File: src/rtl/ni_uplink_arbiter_pkg.sv
// Shared definitions for the NI uplink arbiter: flit layout, defaults and FSM encoding.
package ni_uplink_arbiter_pkg;

  localparam int unsigned NUM_REQ_DEF = 4;
  localparam int unsigned DATA_W      = 16;
  localparam int unsigned HEADER_W    = 6;
  localparam int unsigned PAYLOAD_W   = DATA_W - HEADER_W;

  // Routing header field positions inside a flit
  localparam int unsigned GROUP_HI_MSB = 15;
  localparam int unsigned GROUP_HI_LSB = 14;
  localparam int unsigned GROUP_LO_MSB = 13;
  localparam int unsigned GROUP_LO_LSB = 12;
  localparam int unsigned LEAF_MSB     = 11;
  localparam int unsigned LEAF_LSB     = 10;

  typedef enum logic {
    ST_IDLE = 1'b0,
    ST_LOCK = 1'b1
  } arb_state_e;

  typedef struct packed {
    logic [1:0]           group_hi;
    logic [1:0]           group_lo;
    logic [1:0]           leaf;
    logic [PAYLOAD_W-1:0] payload;
  } flit_t;

endpackage

File: src/rtl/ni_uplink_arbiter_rr_priority_pick.sv
// Combinational rotating-priority picker: first set request at or after start, modulo N.
module ni_uplink_arbiter_rr_priority_pick #(
  parameter int unsigned N     = 4,
  parameter int unsigned IDX_W = $clog2(N)
) (
  input  logic [N-1:0]     req,
  input  logic [IDX_W-1:0] start,
  output logic [N-1:0]     grant,
  output logic [IDX_W-1:0] idx,
  output logic             any
);

  // Scan from farthest to nearest so the closest candidate to start wins.
  always_comb begin
    grant = '0;
    idx   = '0;
    any   = 1'b0;
    for (int k = int'(N) - 1; k >= 0; k--) begin
      if (req[IDX_W'(start + IDX_W'(k))]) begin
        idx = IDX_W'(start + IDX_W'(k));
        any = 1'b1;
      end
    end
    if (any) grant[idx] = 1'b1;
  end

endmodule

File: src/rtl/ni_uplink_arbiter.sv
// Round-robin arbiter with bounded burst lock sharing one router injection port
// between NUM_REQ network interfaces; one-entry registered output stage.
module ni_uplink_arbiter
  import ni_uplink_arbiter_pkg::arb_state_e,
         ni_uplink_arbiter_pkg::ST_IDLE,
         ni_uplink_arbiter_pkg::ST_LOCK,
         ni_uplink_arbiter_pkg::NUM_REQ_DEF;
#(
  parameter int unsigned NUM_REQ   = NUM_REQ_DEF,
  parameter int unsigned DATA_W    = ni_uplink_arbiter_pkg::DATA_W,
  parameter int unsigned MAX_BURST = 4,
  localparam int unsigned IDX_W    = $clog2(NUM_REQ)
) (
  input  logic                      clk,
  input  logic                      reset,
  input  logic [NUM_REQ*DATA_W-1:0] req_data,
  input  logic [NUM_REQ-1:0]        req_valid,
  output logic [NUM_REQ-1:0]        req_ready,
  output logic [DATA_W-1:0]         router_data_out,
  output logic                      router_valid_out,
  input  logic                      router_ready_in,
  output logic [IDX_W-1:0]          owner_id
);

  localparam int unsigned CNT_W = $clog2(MAX_BURST + 1);

  arb_state_e         state_q, state_d;
  logic [IDX_W-1:0]   owner_q, owner_d;
  logic [IDX_W-1:0]   rr_ptr_q, rr_ptr_d;
  logic [CNT_W-1:0]   burst_cnt_q, burst_cnt_d;
  logic [DATA_W-1:0]  data_q;
  logic               valid_q;

  logic               can_load;
  logic [IDX_W-1:0]   start;
  logic [NUM_REQ-1:0] pick_grant;
  logic [IDX_W-1:0]   pick_idx;
  logic               pick_any;
  logic [CNT_W-1:0]   cnt_inc;
  logic               idle_accept;

  assign can_load = !valid_q || router_ready_in;

  // Starting the search at the owner keeps it first while valid, else falls to owner+1.
  assign start = (state_q == ST_LOCK) ? owner_q : rr_ptr_q;

  ni_uplink_arbiter_rr_priority_pick #(
    .N     (NUM_REQ),
    .IDX_W (IDX_W)
  ) u_rr_priority_pick (
    .req   (req_valid),
    .start (start),
    .grant (pick_grant),
    .idx   (pick_idx),
    .any   (pick_any)
  );

  assign req_ready        = (reset && can_load) ? pick_grant : '0;
  assign router_data_out  = data_q;
  assign router_valid_out = valid_q;
  assign owner_id         = owner_q;

  // Next-state logic; everything holds while the output stage is stalled.
  always_comb begin
    state_d     = state_q;
    owner_d     = owner_q;
    rr_ptr_d    = rr_ptr_q;
    burst_cnt_d = burst_cnt_q;
    cnt_inc     = burst_cnt_q + CNT_W'(1);
    idle_accept = 1'b0;
    if (can_load) begin
      unique case (state_q)
        ST_IDLE: idle_accept = pick_any;
        ST_LOCK: begin
          if (pick_any && (pick_idx == owner_q)) begin
            burst_cnt_d = cnt_inc;
            if (cnt_inc == CNT_W'(MAX_BURST)) begin
              rr_ptr_d    = owner_q + IDX_W'(1);
              burst_cnt_d = '0;
              owner_d     = '0;
              state_d     = ST_IDLE;
            end
          end else begin
            rr_ptr_d    = owner_q + IDX_W'(1);
            burst_cnt_d = '0;
            owner_d     = '0;
            state_d     = ST_IDLE;
            idle_accept = pick_any;
          end
        end
        default: ;
      endcase
      if (idle_accept) begin
        if (MAX_BURST == 1) begin
          rr_ptr_d = pick_idx + IDX_W'(1);
        end else begin
          state_d     = ST_LOCK;
          owner_d     = pick_idx;
          burst_cnt_d = CNT_W'(1);
        end
      end
    end
  end

  always_ff @(posedge clk or negedge reset) begin
    if (!reset) begin
      state_q     <= ST_IDLE;
      owner_q     <= '0;
      rr_ptr_q    <= '0;
      burst_cnt_q <= '0;
    end else begin
      state_q     <= state_d;
      owner_q     <= owner_d;
      rr_ptr_q    <= rr_ptr_d;
      burst_cnt_q <= burst_cnt_d;
    end
  end

  // One-entry output register toward the router.
  always_ff @(posedge clk or negedge reset) begin
    if (!reset) begin
      valid_q <= 1'b0;
      data_q  <= '0;
    end else if (can_load) begin
      valid_q <= pick_any;
      if (pick_any) data_q <= req_data[pick_idx*DATA_W +: DATA_W];
    end
  end

endmodule
File: config.mk
export PLATFORM = sky130hd
export DESIGN_NAME = ni_uplink_arbiter
export DESIGN_NICKNAME = d
export VERILOG_FILES = /design/src/rtl/ni_uplink_arbiter_pkg.sv /design/src/rtl/ni_uplink_arbiter_rr_priority_pick.sv /design/src/rtl/ni_uplink_arbiter.sv
export SDC_FILE = /design/constraint.sdc
export NUM_CORES = 1
export LEC_CHECK = 0
export ABC_AREA = 0
export BUFFER_PORTS_ARGS = -buffer_cell sky130_fd_sc_hd__buf_2
export CORE_ASPECT_RATIO = 0.7
export CORE_UTILIZATION = 45
export DETAILED_ROUTE_END_ITERATION = 10
export GPL_TIMING_DRIVEN = 0
export PLACE_DENSITY = 0.87
export SKIP_CTS_REPAIR_TIMING = 1
export SLEW_MARGIN = 20
export SYNTH_ARGS = -nofsm -noshare
export SYNTH_HDL_FRONTEND = slang
export SYNTH_HIERARCHICAL = 1
export SYNTH_SLANG_ARGS = --single-unit
File: constraint.sdc
create_clock -name clk -period 3 [get_ports clk]
set_input_delay 0.45 -clock clk [delete_from_list [all_inputs] [get_ports clk]]
set_output_delay 0.45 -clock clk [all_outputs]
set_load 0.02 [all_outputs]
Yosys cells after proc, flatten, opt, wreduce, memory -nomap -nowiden
Index checks and enable logic that the tools add are counted.
{ "classes": {"n_reduce_logical": 10, "n_eq_ne": 4, "n_bitwise": 1, "shifts": 1, "n_addsub": 5, "magnitude_cmp": 6, "mux": 38} }
{ "ops": {"columns": ["cell", "n"], "rows": [
  ["64-bit by 7-bit variable part select with 16-bit output", 1],
  ["2-bit two-way mux", 11],
  ["2-bit by 3-bit less-than comparator with 1-bit output, second input constant", 5],
  ["1-bit two-way mux", 15],
  ["3-bit two-way mux", 4],
  ["1-bit binary-select mux with 2-bit select", 4],
  ["4-bit two-way mux", 2],
  ["3-bit AND reduction", 2],
  ["2-bit by 1-bit adder with 2-bit output, second input constant", 2],
  ["2-bit adder, second input constant", 2],
  ["2-bit AND reduction", 2],
  ["3-bit by 1-bit adder with 3-bit output, second input constant", 1],
  ["3-bit equality test, second input constant", 1],
  ["1-bit logical AND", 3],
  ["3-bit by 1-bit inequality test with 1-bit output, second input constant", 1],
  ["1-bit demux with 2-bit select", 1],
  ["2-bit equality test", 1],
  ["2-bit by 1-bit greater-or-equal comparator with 1-bit output, second input constant", 1],
  ["2-bit by 1-bit inequality test with 1-bit output, second input constant", 1],
  ["1-bit case mux with 2 select lines", 1],
  ["2-bit nonzero test", 1],
  ["1-bit logical NOT", 1],
  ["1-bit logical OR", 1],
  ["1-bit NOT", 1]
]} }
{ "word_totals": {"elab_cells": 71, "regBits": 25, "output_inout_bits": 23} }

Logic depth before layout (Yosys ltp)
Gate-level depths: netlist of run 1.
{ "depth": {"word_depth": 15, "mapped_depth": 12, "ltp_nobuf": 9} }

Hierarchy
Netlist of run 1, hierarchy kept.
{ "modules_own_cells": {"columns": ["module", "instances", "area_per_inst_um2", "cells_each", "seq_area_each_um2"], "rows": [
  ["ni_uplink_arbiter", 1, 1555.2, 111, 625.6],
  ["ni_uplink_arbiter_rr_priority_pick", 1, 176.4, 28, 0.0]
]} }

Worst setup path before layout of run 1
Ideal clock, no wire load.
{ "synth_path": {"kind": "register to register", "start": "register state_q", "end": "register data_q[10] (netlist: router_data_out[10])", "n_path_buf": 3, "period_less_slack_ps": 2726, "t_arrival_ps": 2602, "path_stages_with_launch": 10, "slack_ps": 274, "cell_sequence": "dfrtp_1 > buf_2 > o21ai_0 > nor2b_2 > nor3_1 > o22a_1 > buf_6 > buf_6 > mux4_2 > mux2_2"} }
{ "synth_via": {"elab_chain_cells": 9, "word_cells_on_any_way": 22} }
{ "synth_rtl": {"columns": ["element", "line", "text"], "rows": [
  ["start, declared", "ni_uplink_arbiter.sv:27", "arb_state_e state_q, state_d;"],
  ["start signal, assigned", "ni_uplink_arbiter.sv:112", "state_q <= state_d;"],
  ["2-bit two-way mux (*)", "ni_uplink_arbiter.sv:45", "assign start = (state_q == ST_LOCK) ? owner_q : rr_ptr_q;"],
  ["net start[0]", "ni_uplink_arbiter.sv:35", "logic [IDX_W-1:0] start;"],
  ["2-bit adder", "ni_uplink_arbiter_rr_priority_pick.sv:19, ni_uplink_arbiter_rr_priority_pick.sv:20", null],
  ["1-bit binary-select mux with 2-bit select", "ni_uplink_arbiter_rr_priority_pick.sv:19", "if (req[IDX_W'(start + IDX_W'(k))]) begin"],
  ["1-bit two-way mux (not written as such)", "ni_uplink_arbiter_rr_priority_pick.sv:19", null],
  ["2-bit two-way mux (3 in a row)", "ni_uplink_arbiter_rr_priority_pick.sv:19", null],
  ["2-bit two-way mux (*)", "ni_uplink_arbiter_rr_priority_pick.sv:19", null],
  ["net pick_idx[0]", "ni_uplink_arbiter.sv:37", "logic [IDX_W-1:0] pick_idx;"],
  ["64-bit by 7-bit variable part select with 16-bit output (*)", "ni_uplink_arbiter.sv:126", "if (pick_any) data_q <= req_data[pick_idx*DATA_W +: DATA_W];"],
  ["end signal, assigned", "ni_uplink_arbiter.sv:126", null],
  ["end, declared", "ni_uplink_arbiter.sv:31", "logic [DATA_W-1:0] data_q;"]
]} }
Mark *: on every way through the listed nets, which the timed path passes. The rest lies on a longest branch. The select of a mux whose other input is x is not followed.
A chain may end at the register's enable or synchronous reset.

Final worst setup path of run 1
{ "layout_path": {"start": "register state_q", "end": "register data_q[2] (netlist: router_data_out[2])"} }
The elaborated chain is that of the path after synthesis.

==> parameters.txt, run 1 <==
Parameter                              Value

Worst setup path
  Arrival time at the worst endpoint ... around 3000 ps
  Required time worst endpoint ... between 3000 and 4000 ps
  Destination of the worst register-to-register timing path ... router_data_out[2]
  Launching element type of the critical path ... register
  Longest individual stage delay on the worst path ... between 500 and 600 ps
  Most prevalent standard cell on the critical path ... buf_6
  Worst-path cell with the longest stage delay ... o21ai_1
  Register-to-Register Path Depth ... 9
  Critical Setup Path Class ... reg2reg
  Sequence of cells on the critical path ... buf_2, o21ai_1, nor2b_2, nor3_1, o22a_1, buf_6, buf_6, mux4_2, mux2_2
  Sort of element at the end of the critical path ... register
  R2r startpoint ... state_q
  Maximum fanout count along the critical path ... 10
  Worst R2R Setup Slack ... ~180 ps

Pwr
  P_leak ... approximately 1.1 nW
  Worst supply voltage drop on vdd ... around 0.00045 V
  Overall Power ... 0.001851 W
  Power density over cell area ... roughly 800 nW/um^2

Logic synthesis
  Number of enable-type register cells in the synthesized netlist ... 0
  Top cell type's share of synthesized area ... a little over a third
  Count of unique library cells instantiated by Yosys ... 38
  Synth Warn # ... 6
  Number of instances in the synthesized netlist ... approximately 140
  Share of synthesized area spent on multiplexers ... around a third
  Netlist area before placement ... 1732 sq um
  Syn_area_per_cell ... roughly 12 sq um
  Share of synthesized cell area in full adder, half adder and majority cells ... under 10%
  Number of synthesized register bits ... 25
  Post-Synthesis Net Count ... 212
  Complex-gate fraction of the synthesized area ... a little under an eighth
  Dominant combinational cell family by area after synthesis ... multiplexers
  Post-synth top flop ... dfrtp_1
  Largest area contributor in the netlist ... dfrtp_1
  Sequential share of the synthesized area ... 36.13%
  Simple logic cell fraction of the synthesized area ... between 10% and 20%
  Top cells by area in the synthesized netlist ... dfrtp_1 (36%), mux4_2 (12%), mux4_1 (11%), mux2_2 (10%), o21ai_0 (2.3%)
  Async set or reset register ratio after synthesis ... 100.0%
  Xor/xnor cell area share of the yosys netlist ... 1.517%

Global routing
  Pin count of the biggest net entering global routing ... 30
  Number of global-route vias before repair ... between 1000 and 1500
  GRT Total Usage ... 20.72%
  Number of antenna violations at the first check in global routing ... 0
  Wire length of the first global-routing pass ... roughly 6.5 mm
  Sum of overflow across all layers after global routing ... 0

Clocking
  Clock tree from TritonCTS ... done
  # H-tree levels ... 1
  Clock net sink count ... 25
  Clock input transition at the sequential cells of the worst setup and hold paths ... 90 ps
  Root buf cell ... clkbuf_8
  Insertion delay of the later-clocked pin in the worst-skew pair ... roughly 270 ps
  Maximum clock insertion buffer count ... 2
  Number of clock buffers inserted by TritonCTS ... 3

Floorplan
  Core Footprint ... 3603 sq um
  Floorplan die width ... around 76 um
  Count of pins on the block boundary ... between 90 and 100
  Number of cell rows ... 18
  Die Footprint ... 4104 sq um
  Floorplan die height ... roughly 54 um
  Starting density of the core ... 48.06%

Route
  Per-cell via count in the routed design ... between 5 and 6
  Pre-antenna DRT Iters ... 4
  First-iteration detailed-routing DRC count ... 90
  DRC ... 0
  Vias ... 1524
  Antenna viol nets, final ... 0
  Routed wirelength normalized by instance count ... 14.00 um
  Routed WL ... about 4 mm

STA
  Period utilisation layout ... 93.88%
  Fin. max-slew vios ... 0
  Final setup violation count ... 0
  Max Fclk ... between 300 and 400 MHz
  Worst-case clock skew ... 2.833 ps
  Total negative slack ... 0 ps
  Min Tclk post-route ... around 2800 ps
  Slew headroom ... 56.90%
  Worst-Margin Slew ... ~640 ps
  Least setup slack across all paths after layout ... between 150 and 200 ps
  Setup repair after global routing missed its margin ... false
  Hold violation total from the final report ... 0

Run
  MaxCap Viol Count ... 0

Placement
  Count of input and output buffers ... between 90 and 100
  Sum of net half-perimeters after detailed placement ... 3.149 mm
  Post-Place Worst Slack ... -88.20 ps
  Gpl congestion ... roughly 0.81

Run status
  Status ... completed

Cells and area
  ANT cells ... 0
  Synth-to-layout area growth ... 33.31%
  Layout cell share with drive strength beyond 1 ... 58.05%
  # nets final ... 310
  Final standard cell utilization of the core ... around 64%

Worst hold path
  Worst min path class ... in2async
==> cells by family after synthesis <==
family          Yosys count
buf+inv                  16
mux                      34
compound gates           27
xor+xnor                  3
fa+ha+maj                 2
flops                    25
simple gates             32
==> how the worst max path moves through the flow <==
stage	from	endpoint	slack [ps]	cells past startpoint
final	state_q	router_data_out[2]	180	9
after detailed placement	state_q	router_data_out[10]	-90	9
after floorplan	state_q	router_data_out[10]	270	9
after CTS	state_q	router_data_out[10]	-100	9
after global placement	state_q	router_data_out[14]	-20	9
after global routing	state_q	router_data_out[0]	60	9
==> worst max-delay path: cells and delay by family (launching register included) <==
family / cells / cell delay (ps)
buffers and inverters: 3 / 520
and+or+nand+nor: 2 / 340
DFF: 1 / 360
AOI/OAI and AO/OA: 2 / 700
muxes: 2 / 790
==> flip-flops by register name, summed over array words and instances (netlist names) <==
name / count
burst_cnt_q: 3
owner_id: 2
router_data_out: 16
router_valid_out: 1
rr_ptr_q: 2
state_q: 1
==> layout make-up <==
class	count	area [sq um]
timing repair buffer	93	465.4
fill	291	1295
clock inverter	1	7.507
inverter	7	26.28
multi-input combinational	98	1023
buffer	9	56.30
sequential	25	625.6
clock buffer	3	41.29
tap	50	62.56
==> layer usage <==
layer,vias to the layer above,GRT usage (%),share of wire (%)
met5,-,0,0
met3,3,4.407,5.0
met2,56,38.03,50
li1,730,-,-
met1,735,26.38,45
met4,0,3.526,0.35
==> cells in the final DEF, fill, tap and decap left out, types with 2 or more instances in the layout <==
cell type	n
o21ai_1	2
nand2_1	8
inv_1	7
o41ai_2	2
buf_2	99
clkbuf_8	3
mux4_2	9
dfrtp_1	25
mux4_1	7
xor2_1	2
nor3_1	3
o2bb2ai_1	2
mux2i_1	2
mux2_2	16
o31a_1	2
buf_6	2
and3_1	5
ha_1	2
o21ai_0	7
nand2b_1	4
a21oi_1	2
a31oi_1	2
nor2_1	6
==> stage by stage <==
stage,hold slack [ps],instance area [sq um],std cells
final,163.0,2308,286
after global routing,213.2,2308,286
after detailed placement,485.2,2260,282
after floorplan,154.4,1732,139
after CTS,186.2,2308,286
after global placement,481.1,2260,282
==> synth_stat cells (2+ instances only) <==
cell,number
dfrtp_1,25
mux2_2,16
mux4_2,9
nand2_1,8
o21ai_0,8
inv_1,7
mux4_1,7
buf_2,6
nor2_1,6
and3_1,5
nand2b_1,4
nor3_1,3
a21oi_1,2
a31oi_1,2
buf_6,2
ha_1,2
mux2i_1,2
o2bb2ai_1,2
o31a_1,2
o41ai_2,2
xor2_1,2
==> report_power, final <==
group	internal (W)	leakage, nW	switching (W)
Clock	0.0000944	0.0217	0.000114
Combinational	0.000513	0.835	0.000557
Sequential	0.000484	0.292	0.0000888
(Power assumes the default switching activity.)
==> inputs of run 2 (changes only) <==
==> constraint.sdc (replaced) <==
create_clock -name clk -period 2.9 [get_ports clk]
set_input_delay 0.435 -clock clk [delete_from_list [all_inputs] [get_ports clk]]
set_output_delay 0.435 -clock clk [all_outputs]
set_load 0.02 [all_outputs]
==> parameters.txt, run 2 (synthesis gave the netlist of run 1 again) <==
Parameter                              Value

Run status
  Status ... completed

Global routing
  Wire length of the first global-routing pass ... 6.451 mm (unchanged)
  GRT Total Usage ... 20.72% (unchanged)
  Number of antenna violations at the first check in global routing ... 0 (unchanged)
  Pin count of the biggest net entering global routing ... 30 (unchanged)
  Sum of overflow across all layers after global routing ... 0 (unchanged)
  Number of global-route vias before repair ... 1398 (unchanged)

Placement
  Sum of net half-perimeters after detailed placement ... 3.149 mm (unchanged)
  Post-Place Worst Slack ... -188.2 ps (-100.0 ps)
  Gpl congestion ... 0.8076 (unchanged)
  Count of input and output buffers ... 93 (unchanged)

STA
  Slew headroom ... 61.05% (+4.1 points)
  Period utilisation layout ... 92.41% (-1.5 points)
  Setup repair after global routing missed its margin ... false
  Smallest hold slack ... 144.8 ps (-18.25 ps)
  Total negative slack ... 0 ps (unchanged)
  Final setup violation count ... 0 (unchanged)
  Least setup slack across all paths after layout ... 220.0 ps (+36.37 ps)
  Hold violation total from the final report ... 0 (unchanged)
  Worst-Margin Slew ... 584.2 ps (-57.91 ps)
  Worst-case clock skew ... 2.781 ps (-0.05165 ps)
  Min Tclk post-route ... 2680 ps (-136.4 ps)
  Max Fclk ... 373.1 MHz (+5.1%)
  Fin. max-slew vios ... 0 (unchanged)

Cells and area
  Layout cell share with drive strength beyond 1 ... 58.47% (+0.42 points)
  # nets final ... 310 (unchanged)
  Number of flip-flops in the largest register ... 16 (unchanged)
  Highest-count cells in the layout ignoring fill and taps ... buf_2 (99), dfrtp_1 (25), mux2_2 (16)
  Most common cell after layout, fill and taps aside ... buf_2
  Filler Cells Inserted ... 290 (-0.34%)
  ANT cells ... 0 (unchanged)
  Synth-to-layout area growth ... 33.53%

Worst setup path
  Launching element type of the critical path ... register
  Worst path bufs/invs ... 5 (+2)
  Longest individual stage delay on the worst path ... 520 ps (-20 ps)
  Sort of element at the end of the critical path ... register
  Arrival time at the worst endpoint ... 2850 ps (-130 ps)
  Sequence of cells on the critical path ... buf_2, o21ai_0, buf_2, inv_1, nor3_1, o22a_1, buf_6, buf_6, mux4_2, mux2_2
  Maximum fanout count along the critical path ... 10 (unchanged)
  Family with the most delay on the worst path ... buffers and inverters
  Worst-path cell with the longest stage delay ... mux4_2
  Critical Setup Path Class ... reg2reg
  Required time worst endpoint ... 3070 ps (-100 ps)

Pwr
  Power density over cell area ... 830.8 nW/um^2 (+3.6%)
  P_leak ... 1.151 nW (+0.12%)
  Worst supply voltage drop on vdd ... 0.0004680 V (+3.5%)

Floorplan
  Floorplan die height ... 53.90 um (unchanged)
  Floorplan die width ... 76.15 um (unchanged)
  Count of pins on the block boundary ... 94 (unchanged)
  Core Footprint ... 3603 sq um (unchanged)
  Die Footprint ... 4104 sq um (unchanged)
  Number of cell rows ... 18 (unchanged)
  Starting density of the core ... 48.06% (unchanged)

Route
  First-iteration detailed-routing DRC count ... 62 (-31%)
  Per-cell via count in the routed design ... 5.332 (about the same)
  Routed WL ... 4.011 mm (+0.17%)
  Antenna viol nets, final ... 0 (unchanged)
  Routed wirelength normalized by instance count ... 14.02 um (+0.17%)
  DRC ... 0 (unchanged)
  Vias ... 1525 (+0.066%)
  Pre-antenna DRT Iters ... 4 (unchanged)

Worst hold path
  Worst min path class ... in2async

Run
  MaxCap Viol Count ... 0 (unchanged)

Clocking
  # H-tree levels ... 1 (unchanged)
  Maximum clock insertion buffer count ... 2 (unchanged)
  Clock tree from TritonCTS ... done
  Clock net sink count ... 25 (unchanged)
  Number of clock buffers inserted by TritonCTS ... 3 (unchanged)
  Insertion delay of the later-clocked pin in the worst-skew pair ... 280 ps (about the same)
  Root buf cell ... clkbuf_8
  Clock input transition at the sequential cells of the worst setup and hold paths ... 90 ps (about the same)
==> run 2: cell types whose count changed in the layout (fill, tap and decap cells not counted) <==
| cell | before | now |
|---|---|---|
| o21ai_1 | 2 | 1 |
| o21ai_2 | 0 | 1 |
==> run 2: final timing paths <==
check | to | startpoint | cells after the start | slack, ps
max reg2reg | router_data_out[0] | state_q | 10 | 220
max in group asynchronous | router_data_out[8] | reset | 1 | 2370
min reg2reg | router_data_out[12] | router_data_out[12] | 1 | 510
min | router_data_out[1] | reset | 1 | 140
min in group clk | router_data_out[12] | router_data_out[12] | 1 | 510
max | router_data_out[0] | state_q | 10 | 220
==> run 2: power breakdown <==
group	internal (W)	switching, W
clock	0.0000977	0.000120
sequential	0.000500	0.0000924
combinational	0.000532	0.000579
total	0.00113	0.000791
==> run 2: metrics by stage <==
stage	instances	utilization, %	total power (W)	cell area (sq um)
floorplan	139	-	0.001391	1732
global placement	282	62.71	0.001666	2260
detailed placement	282	62.71	0.001709	2260
CTS	286	64.06	0.001923	2308
global route	286	64.17	0.002050	2312
finish	286	64.17	0.001921	2312
==> run 2: cell type report <==
type / count / area (sq um) / area share (%)
Multi-Input combinational cell: 98 / 1027 / 44.43
Sequential cell: 25 / 625.6 / 27.06
Timing Repair Buffer: 93 / 465.4 / 20.13
Tap cell: 50 / 62.56 / 2.706
Buffer: 9 / 56.30 / 2.435
Clock buffer: 3 / 41.29 / 1.786
Inverter: 7 / 26.28 / 1.136
Clock inverter: 1 / 7.507 / 0.3247
==> run 2: per-layer routing <==
layer / vias to the layer above / share of wire (%) / GRT usage, % / wire length (um)
li1: 730 / - / - / -
met1: 734 / 43 / 26.38 / 1733
met2: 61 / 52 / 38.03 / 2067
met3: 0 / 5.3 / 4.407 / 211
met4: 0 / 0 / 3.526 / 0
met5: - / 0 / 0 / 0
